[config.mk]
export PLATFORM = sky130hd
export DESIGN_NAME = mul_trunc_seq
export DESIGN_NICKNAME = d
export VERILOG_FILES = /design/src/rtl/mul_approx_pkg.sv /design/src/rtl/mul_trunc_row.sv /design/src/rtl/mul_trunc_seq.sv
export SDC_FILE = /design/constraint.sdc
export NUM_CORES = 1
export LEC_CHECK = 0
export ABC_AREA = 1
export CAP_MARGIN = 20
export CORE_ASPECT_RATIO = 1.1
export CORE_MARGIN = 3
export CORE_UTILIZATION = 45
export DETAILED_ROUTE_END_ITERATION = 8
export SYNTH_ARGS = -nofsm -noshare
export SYNTH_HDL_FRONTEND = slang
export SYNTH_SLANG_ARGS = --single-unit
[constraint.sdc]
create_clock -name clk -period 9.35 [get_ports clk]
set_input_delay 1.87 -clock clk [delete_from_list [all_inputs] [get_ports clk]]
set_output_delay 1.87 -clock clk [all_outputs]
set_load 0.02 [all_outputs]
[src/rtl/mul_approx_pkg.sv]
// Shared types and helpers for the approximate-arithmetic multipliers.
// colmask selects the A bits whose partial-product column survives truncation.
package mul_approx_pkg;

   localparam int W_DEF = 16;
   localparam int MAX_W = 64;

   typedef enum logic [1:0] {IDLE, BUSY, DONE} state_t;

   function automatic int calc_cw(input int w);
      return $clog2(2 * w) + 1;
   endfunction

   // Bit i is set when column i+j is at or above tc; bits >= width are zero.
   function automatic logic [MAX_W-1:0] colmask(input int width, input int tc, input int j);
      logic [MAX_W-1:0] m;
      m = '0;
      for (int i = 0; i < MAX_W; i++)
         m[i] = (i < width) && (i + j >= tc);
      return m;
   endfunction

endpackage

[src/rtl/mul_trunc_row.sv]
// Combinational partial-product row: A masked to the kept columns, shifted by
// the current B bit position, zeroed when that B bit is clear.
module mul_trunc_row
   import mul_approx_pkg::*;
#(
   parameter int W    = W_DEF,
   parameter int CW   = calc_cw(W),
   parameter int CNTW = $clog2(W)
) (
   input  logic [W-1:0]    a,
   input  logic            b_bit,
   input  logic [CNTW-1:0] cnt,
   input  logic [CW-1:0]   trunc_col,
   output logic [2*W-1:0]  row
);

   logic [W-1:0] mask;

   always_comb begin
      mask = W'(colmask(W, int'(trunc_col), int'(cnt)));
      row  = '0;
      if (b_bit)
         row = {{W{1'b0}}, a & mask} << cnt;
   end

endmodule

[src/rtl/mul_trunc_seq.sv]
// Iterative truncated W x W unsigned multiplier, one B bit per cycle, with
// valid/ready on both sides and no overlap between operations.
module mul_trunc_seq
   import mul_approx_pkg::*;
#(
   parameter  int W  = W_DEF,
   localparam int CW = calc_cw(W)
) (
   input  logic           clk,
   input  logic           rst,
   input  logic           in_valid,
   output logic           in_ready,
   input  logic [W-1:0]   in_a,
   input  logic [W-1:0]   in_b,
   input  logic [CW-1:0]  trunc_col,
   output logic           out_valid,
   input  logic           out_ready,
   output logic [2*W-1:0] out_p
);

   localparam int CNTW = $clog2(W);

   state_t          state;
   logic [W-1:0]    a_q, b_q;
   logic [CW-1:0]   tc_q;
   logic [CNTW-1:0] cnt;
   logic [2*W-1:0]  acc, row;

   mul_trunc_row #(.W(W), .CW(CW), .CNTW(CNTW)) u_row (
      .a         (a_q),
      .b_bit     (b_q[cnt]),
      .cnt       (cnt),
      .trunc_col (tc_q),
      .row       (row)
   );

   always_ff @(posedge clk) begin
      if (rst) begin
         state     <= IDLE;
         in_ready  <= 1'b1;
         out_valid <= 1'b0;
         out_p     <= '0;
         acc       <= '0;
         cnt       <= '0;
         a_q       <= '0;
         b_q       <= '0;
         tc_q      <= '0;
      end else begin
         case (state)
            IDLE: if (in_valid) begin
               a_q      <= in_a;
               b_q      <= in_b;
               tc_q     <= trunc_col;
               acc      <= '0;
               cnt      <= '0;
               in_ready <= 1'b0;
               state    <= BUSY;
            end
            BUSY: begin
               acc <= acc + row;
               if (cnt == CNTW'(W - 1)) begin
                  // Final row folds straight into the output register.
                  out_p     <= acc + row;
                  out_valid <= 1'b1;
                  state     <= DONE;
               end else begin
                  cnt <= cnt + 1'b1;
               end
            end
            DONE: if (out_ready) begin
               out_valid <= 1'b0;
               in_ready  <= 1'b1;
               state     <= IDLE;
            end
            default: state <= IDLE;
         endcase
      end
   end

endmodule
After elaboration in Yosys (flattened, before gate mapping)
Cells that the tools add are included.
- order comparisons: 17
- muxes and demuxes: 18
- divide/modulo/power cells: 0
- shifts and indexed selects: 1
- bitwise operators: 1
- multipliers: 0
- equality and inequality tests: 7
- add/subtract/negate cells: 17
- reduce and logical (&&, ||, !) cells: 11
- operators by type and width (operator ; count):
    greater-or-equal comparator 32 x 7 -> 1 bit ; 15
    2-to-1 mux 32 bit ; 2
    one-hot mux 32 bit (2 select lines) ; 1
    adder 4 x 4 -> 5 bit, first input constant ; 8
    adder 32 bit ; 1
    left shift 16 x 4 -> 32 bit ; 1
    adder 3 x 4 -> 5 bit, first input constant ; 4
    AND 16 bit ; 1
    AND reduction 3 bit ; 4
    adder 2 x 4 -> 5 bit, first input constant ; 2
    2-to-1 mux 4 bit ; 2
    inequality test 2 bit, second input constant ; 4
    one-hot mux 4 bit (2 select lines) ; 1
    greater-or-equal comparator 4 x 6 -> 1 bit ; 1
    2-to-1 mux 2 bit ; 3
    one-hot mux 2 bit (3 select lines) ; 1
    AND reduction 2 bit ; 3
    nonzero test 2 bit ; 3
    adder 1 x 4 -> 5 bit, first input constant ; 1
    < comparator 4 x 5 -> 1 bit, second input constant ; 1
    2-to-1 mux 1 bit ; 5
    adder 4 x 1 -> 4 bit, second input constant ; 1
    binary-select mux 1 bit (select 4 bit) ; 1
    == test 4 bit, second input constant ; 1
    other kinds (4) ; 5
- bits in read-only memories: 0
- bits in latches: 0
- output and inout port bits: 34
- RAM bits: 0
- register bits: 110
- word-level logic and storage cells: 81
- input bits: 42
- memories kept: 0

Depth between registers and ports, before layout
Gate-level depths: netlist of run 1.
- word-level depth: 7
- gate-level depth with buffers: 34

Modules after synthesis
From an unflattened synthesis of run 1, not the netlist that was laid out.
- cell total of the unflattened synthesis: 1581
- area total of the unflattened synthesis: 9365.2 um^2
- modules (own cells, without submodules) (module ; seq. area each (um^2) ; instances ; area an instance (um^2) ; cells an instance):
    mul_trunc_seq ; 2202.1 ; 1 ; 6535.0 ; 1053
    mul_trunc_row ; 0.0 ; 1 ; 2830.2 ; 528

Worst setup path before layout of run 1
Ideal clock, no wire load.
- path type: register to register
- start: register cnt[2]
- end: register out_p[20]
- period minus slack after synthesis: 3.974 ns
- data required time: 9.235 ns
- setup slack: 5.376 ns
- path buffers: 3
- arrival time: 3.859 ns
- cell stages (with the launch flop): 31
- cell sequence: dfxtp_1 -> buf_2 -> inv_1 -> buf_2 -> buf_1 -> ha_1 -> nand2_1 -> nand2_1 -> xor2_1 -> inv_1 -> ha_1 -> nand2_1 -> nand3b_1 -> nand3_1 -> nand3_1 -> nand3_1 -> nand3_1 -> nand2_1 -> nand2_1 -> nand2_1 -> ha_1 -> nand2_2 -> inv_1 -> a21oi_1 -> nand3_1 -> nand2_1 -> nand2_1 -> nand2_1 -> nand2_1 -> o21ai_0 -> inv_1
- cells in the longest elaborated chain, start to end: 6
- elaborated cells on any way between the ends: 39
- RTL lines (what ; line ; text):
    start, declared ; mul_trunc_seq.sv:26 ; logic [CNTW-1:0] cnt;
    start signal, assigned ; mul_trunc_seq.sv:67 ; cnt <= cnt + 1'b1;
    adder 1 x 4 -> 5 bit, or another cell as far along ; mul_approx_pkg.sv:19 ; m[i] = (i < width) && (i + j >= tc);
    greater-or-equal comparator 32 x 7 -> 1 bit ; mul_approx_pkg.sv:19 ;
    AND 16 bit ; mul_trunc_row.sv:23 ; row = {{W{1'b0}}, a & mask} << cnt;
    left shift 16 x 4 -> 32 bit ; mul_trunc_row.sv:23 ;
    2-to-1 mux 32 bit ; mul_trunc_row.sv:22 ; if (b_bit)
    adder 32 bit ; mul_trunc_seq.sv:63 ; out_p <= acc + row;
    end signal, assigned ; mul_trunc_seq.sv:63 ;
    end, declared ; mul_trunc_seq.sv:18 ; output logic [2*W-1:0] out_p
Several ways; a longest one is shown, not always the timed one. The select of a mux whose other input is x is not followed.
A chain may end at the register's enable or synchronous reset.

Worst setup path after layout of run 1
- start: register cnt[3]
- end: register acc[18]
- cells in the longest elaborated chain, start to end: 7
- elaborated cells on any way between the ends: 38
- RTL lines (what ; line ; text):
    adder 1 x 4 -> 5 bit, or another cell as far along ; mul_approx_pkg.sv:19 ;
    greater-or-equal comparator 32 x 7 -> 1 bit ; mul_approx_pkg.sv:19 ;
    AND 16 bit ; mul_trunc_row.sv:23 ;
    left shift 16 x 4 -> 32 bit ; mul_trunc_row.sv:23 ;
    2-to-1 mux 32 bit (*) ; mul_trunc_row.sv:22 ;
    adder 32 bit (*) ; mul_trunc_seq.sv:60 ; acc <= acc + row;
    one-hot mux 32 bit (2 select lines) (*) ; mul_trunc_seq.sv:49 ; case (state)
    end signal, assigned ; mul_trunc_seq.sv:60 ;
    end, declared ; mul_trunc_seq.sv:27 ; logic [2*W-1:0] acc, row;
Mark *: on every way between the ends. The rest lies on a longest branch, timed or not. The select of a mux whose other input is x is not followed.

==> summary.txt, run 1 <==
Synthesis
  – Post-synthesis xor/xnor area fraction: 1.97%
  – Synth Area in Compound Gates: 9.62%
  – Post-synthesis sequential area ratio: 23.6%
  – Avg Cell Area, Syn: 5.90 um^2
  – Top FF cell, synth: dfxtp_1
  – Syn nets: 1709
  – Simple-Gate Fraction of Synth Area: about two fifths
  – Largest family of logic cells by synthesized area: simple AND/OR/NAND/NOR gates
  – Mux cell area share after synthesis: 0%
  – Synthesized cell area: 9320 um^2
  – Cells after synthesis: 1579
  – Synth Area in Adders: 11.9%
  – Yosys Warn Count: 0
  – Yosys reg bits: 110
  – Yosys cell types: 39
  – Number of synthesized flops with an enable pin: 0
  – Fraction of registers with async set/reset: 0%

Setup path
  – Startpoint types: flip-flop
  – CP arrival: 5450 ps
  – Critical Path Stages: 26
  – Worst Path Max Fanout: 10
  – CP peak stage delay: 700 ps
  – Family with the most delay on the worst path: simple AND/OR/NAND/NOR gates
  – R2R depth: 26
  – Buf+Inv Stages, Crit Path: 4
  – Max stage delay cell, worst path: dfxtp_1
  – CP dominant cell by count: nand2_1
  – Crit. End Element: flip-flop
  – Crit path kind: flip-flop to flip-flop
  – Required time worst endpoint: 9640 ps

Clock network
  – Clock Latency Late Sink: 370 ps
  – Reg clk slew, reported paths: around 80 ps
  – H-tree depth: 3
  – Num CTS Buffers: 9
  – Post-CTS Hold Buffers: 0
  – Clock Tree Buf Depth: 2
  – Post-CTS setup buffers: 0
  – Root buf cell: clkbuf_16
  – Post-CTS Resized: 0
  – Clock sink total: between 100 and 150
  – CTS tree: yes

STA
  – Unrepaired setup endpoints after global routing: no
  – Tmin final: slightly above 5000 ps
  – Relative slew slack: 36.5%
  – Least-Margin Pin Slew: 952 ps
  – Max Clk Rate: 194 MHz
  – Final setup viols: 0
  – Slew Limit Fails: 0
  – Worst clock skew: 8.62 ps
  – Fin Setup TNS: 0 ps
  – Tcrit/Tclk final: 55.2%
  – Hold_ws: 469 ps
  – Hold Fails Final Rpt: 0

Hold path
  – Hold Path Depth: 2
  – HP Class: flip-flop to flip-flop

Finish
  – Final #Nets: 1748
  – Antenna cells: 0
  – Layout area overhead: 13.2%
  – Util after Layout: 52.6%
  – Share of layout cells above drive strength 1: 4.19%

Global routing
  – Largest net degree at the start of global routing: 70
  – Total GRT Usage: 25.1%
  – GRT overflow: 0
  – First-pass GRT wire length: around 45000 um
  – Initial antenna violation count: 0
  – Vias in the first global route: a little under 9000

Detailed routing
  – Vias: 9479
  – Vias/cell: 5.06
  – Post-DRT Antenna Nets: 0
  – Drt pass-1 iters: 7
  – DRT iter0 DRCs: ~670
  – WL per Instance: ~15 um
  – Final wirelength: 27800 um
  – Drt drc: 0

Floorplanning
  – IO Pins: 76
  – Core area: 20100 um^2
  – Initial Util: about 46%
  – Die width: 143 um
  – Die ar.: approximately 22000 um^2
  – Die Y: 157 um
  – FP Rows: 54

Outcome
  – Outcome: finished clean

Flow run
  – Max cap viols: 0

Power and ir drop
  – Lkg Pwr: 5.61 nW
  – PwrDens: ~120 nW/um^2
  – VDD IR max: 0.0859 mV

Placed design
  – Port buffer count: 75
  – HPWL after DPL: 20800 um
  – Gpl congestion: between 0.9 and 1
-- cell type report --
| type | instances | area [um^2] |
|---|---|---|
| Timing Repair Buffer | 83 | 846 |
| Sequential cell | 110 | 2200 |
| Tap cell | 252 | 315 |
| Inverter | 218 | 821 |
| Fill cell | 2126 | 9510 |
| Clock buffer | 10 | 239 |
| Clock inverter | 6 | 98.8 |
| Multi-Input combinational cell | 1196 | 6030 |
-- power breakdown --
group | switching [mW] | internal (mW)
Clock | 0.203 | 0.248
Sequential | 0.0136 | 0.484
Combinational | 0.190 | 0.0981
-- tightest hold or removal path: cells and delay by family (launching register included) --
| family | cells | cell delay [ps] |
|---|---|---|
| flops | 1 | 340 |
| simple gates | 2 | 100 |
-- cells by family after synthesis --
family / Yosys count
and+or+nand+nor: 916
buffers and inverters: 273
AOI/OAI and AO/OA: 171
xor gates and xnor gates: 21
adders and majority gates: 88
DFF: 110
-- state kept, by name (all words and copies together) (netlist names) --
register and cells:
a_q 16, acc 32, b_q 16, cnt 4
in_ready 1, out_p 32, out_valid 1, state 2
tc_q 6
-- path summary, 6_finish.rpt --
check | from | endpoint | slack [ps]
hold reg to reg | in_ready$_SDFFE_PP1P_ | in_ready$_SDFFE_PP1P_ | 470
setup reg to reg | cnt[3]$_SDFFE_PP0P_ | acc[18]$_SDFFE_PP0P_ | 4190
hold / removal | in_ready$_SDFFE_PP1P_ | in_ready$_SDFFE_PP1P_ | 470
setup / recovery | cnt[3]$_SDFFE_PP0P_ | acc[18]$_SDFFE_PP0P_ | 4190
-- cell usage after synthesis, types with 11 or more instances --
master,instances,share of area [%]
nor2_1,203,8.2
o21ai_0,79,4.2
buf_2,17,0.91
nand2_1,481,19
nand4_1,11,0.74
nand3_1,170,9.1
inv_1,208,8.4
xor2_1,20,1.9
a21oi_1,78,4.2
dfxtp_1,110,24
ha_1,87,12
nand2_2,17,1.1
clkbuf_1,24,0.97
-- per-stage QoR --
step	total power [mW]	cells	setup WS [ps]	cell area (um^2)
final	1.24	1875	4190	10600
after global routing	1.31	1875	3890	10600
after CTS	1.25	1873	3360	10500
after detailed placement	0.793	1857	3400	10200
after global placement	0.791	1857	3570	10200
after floorplan	0.709	1579	5380	9320
-- placed cells by master, fill, tap and decap left out, types with 4 or more instances in the layout --
cell type	instances
clkdlybuf4s50_1	74
o21bai_1	4
nand4_1	11
nand3_1	170
a21oi_1	78
nor3_1	7
nor2_2	7
ha_1	87
xor2_1	20
o21ai_0	79
nor2_1	203
buf_4	6
clkbuf_16	9
nand3b_1	9
dfxtp_1	110
nand2_2	17
nand2_1	481
inv_1	208
inv_2	8
-- per-layer routing --
metal / part of all wire, % / vias to the layer above / routed length [um] / global-route usage (%)
met5: 0 / - / 0 / 0
met4: 1.1 / 0 / 308 / 4.62
met3: 5.3 / 23 / 1460 / 3.34
met2: 43 / 248 / 12100 / 39.5
met1: 50 / 4155 / 14000 / 37.0
li1: - / 5053 / - / -
Note: power is estimated with default switching activity, not from simulation.
==> inputs of run 2 (changes only) <==
--- a/config.mk
+++ b/config.mk
@@ -11,6 +11,7 @@
 export CORE_MARGIN = 3
 export CORE_UTILIZATION = 45
 export DETAILED_ROUTE_END_ITERATION = 8
+export PLACE_DENSITY = 0.67
 export SYNTH_ARGS = -nofsm -noshare
 export SYNTH_HDL_FRONTEND = slang
 export SYNTH_SLANG_ARGS = --single-unit
==> constraint.sdc (replaced) <==
create_clock -name clk -period 4.6 [get_ports clk]
set_input_delay 0.92 -clock clk [delete_from_list [all_inputs] [get_ports clk]]
set_output_delay 0.92 -clock clk [all_outputs]
set_load 0.02 [all_outputs]
==> summary.txt, run 2 (same netlist as run 1, synthesis figures left out) <==
Finish
  – Commonest non-fill, non-tap cell in the layout: nand2_1 (unchanged)
  – Finished Layout Cells: 1888 (was 1875)
  – Final #Nets: 1761 (was 1748)
  – Util after Layout: 52.8% (was 52.6%)
  – Layout area overhead: 13.7% (was 13.2%)
  – Commonest non-fill, non-tap cells in the layout: 481 x nand2_1, 207 x inv_1, 203 x nor2_1 (was 481 x nand2_1, 208 x inv_1, 203 x nor2_1)
  – Antenna cells: 0 (unchanged)
  – Share of layout cells above drive strength 1: 5.26% (was 4.19%)
  – Fin area: 10600 um^2 (about the same)
  – Filler instances: 2125 (was 2126)
  – Largest registers: acc: 32 flops, out_p: 32 flops (unchanged)

Global routing
  – GRT overflow: 0 (unchanged)
  – Vias in the first global route: 8884 (was 8669)
  – First-pass GRT wire length: 44600 um (was 45100 um)
  – Global routing met2 resource utilization: 40.4% (was 39.5%)
  – Total GRT Usage: 24.8% (was 25.1%)
  – Met3 usage: 4.07% (was 3.34%)
  – Met1 GRT Util: 33.4% (was 37.0%)
  – GR peak layer: met2 (unchanged)
  – Initial antenna violation count: 0 (unchanged)
  – Largest net degree at the start of global routing: 69 (was 70)

Clock network
  – Clock Latency Late Sink: 370 ps (about the same)
  – Reg clk slew, reported paths: 90 ps (was 80 ps)
  – Num CTS Buffers: 9 (unchanged)
  – Root buf cell: clkbuf_16 (unchanged)
  – H-tree depth: 3 (unchanged)
  – Post-CTS setup buffers: 0 (unchanged)
  – Clock Tree Buf Depth: 2 (unchanged)
  – Clock sink total: 110 (unchanged)
  – CTS tree: yes (unchanged)
  – Post-CTS Hold Buffers: 0 (unchanged)

Placed design
  – Gpl congestion: 0.923 (was 0.922)
  – Dpl cell area: 10300 um^2 (was 10200 um^2)
  – DP Cell Count: 1872 (was 1857)
  – Port buffer count: 75 (unchanged)
  – HPWL after DPL: 21800 um (was 20800 um)
  – Setup WS pre-CTS: 12.7 ps (was 3400 ps)

Setup path
  – Crit path kind: flip-flop to flip-flop (unchanged)
  – CP arrival: 4520 ps (was 5450 ps)
  – Crit. End Element: flip-flop (unchanged)
  – Worst Path Max Fanout: 25 (was 10)
  – CP dominant cell by count: nand2_1 (unchanged)
  – Required time worst endpoint: 4880 ps (was 9640 ps)
  – Startpoint types: flip-flop (unchanged)
  – Critical Path Stages: 28 (was 26)
  – R2r startpoint: cnt[2]$_SDFFE_PP0P_ (was cnt[3]$_SDFFE_PP0P_)
  – R2r endpoint: out_p[31]$_SDFFE_PP0P_ (was acc[18]$_SDFFE_PP0P_)
  – Critical Path Source: cnt[2]$_SDFFE_PP0P_ (was cnt[3]$_SDFFE_PP0P_)
  – Reg-to-reg slack, setup: 360 ps (was 4190 ps)
  – CP peak stage delay: 390 ps (was 700 ps)
  – Buf+Inv Stages, Crit Path: 5 (was 4)
  – R2R depth: 28 (was 26)
  – CP endpoint: out_p[31]$_SDFFE_PP0P_ (was acc[18]$_SDFFE_PP0P_)
  – Max stage delay cell, worst path: ha_1 (was dfxtp_1)
  – Family with the most delay on the worst path: simple AND/OR/NAND/NOR gates (unchanged)

Floorplanning
  – Core area: 20100 um^2 (unchanged)
  – IO Pins: 76 (unchanged)
  – Die width: 143 um (unchanged)
  – Die ar.: 22500 um^2 (unchanged)
  – Initial Util: 46.5% (unchanged)
  – FP Rows: 54 (unchanged)
  – Die Y: 157 um (unchanged)

Detailed routing
  – Post-DRT Antenna Nets: 0 (unchanged)
  – WL per Instance: 14.7 um (was 14.8 um)
  – Vias/cell: 5.15 (was 5.06)
  – Final wirelength: 27800 um (about the same)
  – Vias: 9729 (was 9479)
  – Drt drc: 0 (unchanged)
  – Drt pass-1 iters: 5 (was 7)
  – DRT iter0 DRCs: 723 (was 671)

Hold path
  – HP Class: flip-flop to flip-flop (unchanged)
  – Hold wc startpoint: in_ready$_SDFFE_PP1P_ (unchanged)

Power and ir drop
  – Total power: 2.46 mW (was 1.24 mW)
  – VDD IR max: 0.176 mV (was 0.0859 mV)
  – PwrDens: 232 nW/um^2 (was 117 nW/um^2)
  – Lkg Pwr: 5.64 nW (was 5.61 nW)

STA
  – Unrepaired setup endpoints after global routing: no (unchanged)
  – Tcrit/Tclk final: 92.2% (was 55.2%)
  – Fin Setup TNS: 0 ps (unchanged)
  – Final critical-path setup slack: 357 ps (was 4190 ps)
  – Tmin final: 4240 ps (was 5160 ps)
  – Slew Limit Fails: 0 (unchanged)
  – Relative slew slack: 36.6% (was 36.5%)
  – Least-Margin Pin Slew: 949 ps (was 952 ps)
  – Final setup viols: 0 (unchanged)
  – Worst clock skew: 13.1 ps (was 8.62 ps)
  – Max Clk Rate: 236 MHz (was 194 MHz)
  – Hold Fails Final Rpt: 0 (unchanged)
  – Hold_ws: 468 ps (was 469 ps)

Outcome
  – Outcome: finished clean (unchanged)

Flow run
  – Max cap viols: 0 (unchanged)
## run 2: cell count changes in the layout (fill, tap and decap cells not counted), sizes merged
| cell | change |
|---|---|
| inv | -1 |
| clkbuf | -1 |
| clkinvlp | +2 |
| clkinv | +1 |
| buf | +13 |
| bufinv | -1 |
## run 2: area by class of cell
type	instances	area (um^2)	share of cell area (%)
Tap cell	252	315	2.97
Clock buffer	9	225	2.12
Multi-Input combinational cell	1196	6030	56.9
Sequential cell	110	2210	20.8
Clock inverter	7	92.6	0.873
Timing Repair Buffer	96	907	8.56
Inverter	218	825	7.78
## run 2: worst min path at each step
stage                                  endpoint  slack (ps)  cells past startpoint
after floorplan             acc[0]$_SDFFE_PP0P_         440                      2
after global placement    in_ready$_SDFFE_PP1P_         450                      2
after detailed placement  in_ready$_SDFFE_PP1P_         450                      2
after CTS                 out_p[0]$_SDFFE_PP0P_         470                      2
after global routing      out_p[0]$_SDFFE_PP0P_         480                      2
final                     in_ready$_SDFFE_PP1P_         470                      2
## run 2: per-layer routing
layer,up-vias,share of wire (%)
li1,5081,-
met1,4338,47
met2,267,44
met3,43,6.0
met4,0,2.5
met5,-,0
## run 2: power by group
part | internal, mW | switching [mW] | leakage (nW)
clock | 0.437 | 0.418 | 0.148
sequential | 0.985 | 0.0298 | 0.897
combinational | 0.208 | 0.381 | 4.60
total | 1.63 | 0.829 | 5.64
## run 2: repair_timing
action / CTS / global route
endpoints found under the setup margin: 1 / 29
gates resized for setup: 1 / 7
pin swaps: 0 / 0
## run 2: tightest hold or removal path, stage by stage (launching register included)
cell     delay, ps
dfxtp_1        330
nand2_1         50
nand3_1         50
==> inputs of run 3 (changes only) <==
--- a/config.mk
+++ b/config.mk
@@ -6,6 +6,7 @@
 export NUM_CORES = 1
 export LEC_CHECK = 0
 export ABC_AREA = 1
+export ABC_CLOCK_PERIOD_IN_PS = 4600
 export CAP_MARGIN = 20
 export CORE_ASPECT_RATIO = 1.1
 export CORE_MARGIN = 3
==> results of run 3 <==
No change in the layout: final DEF, timing and power equal those of run 2.
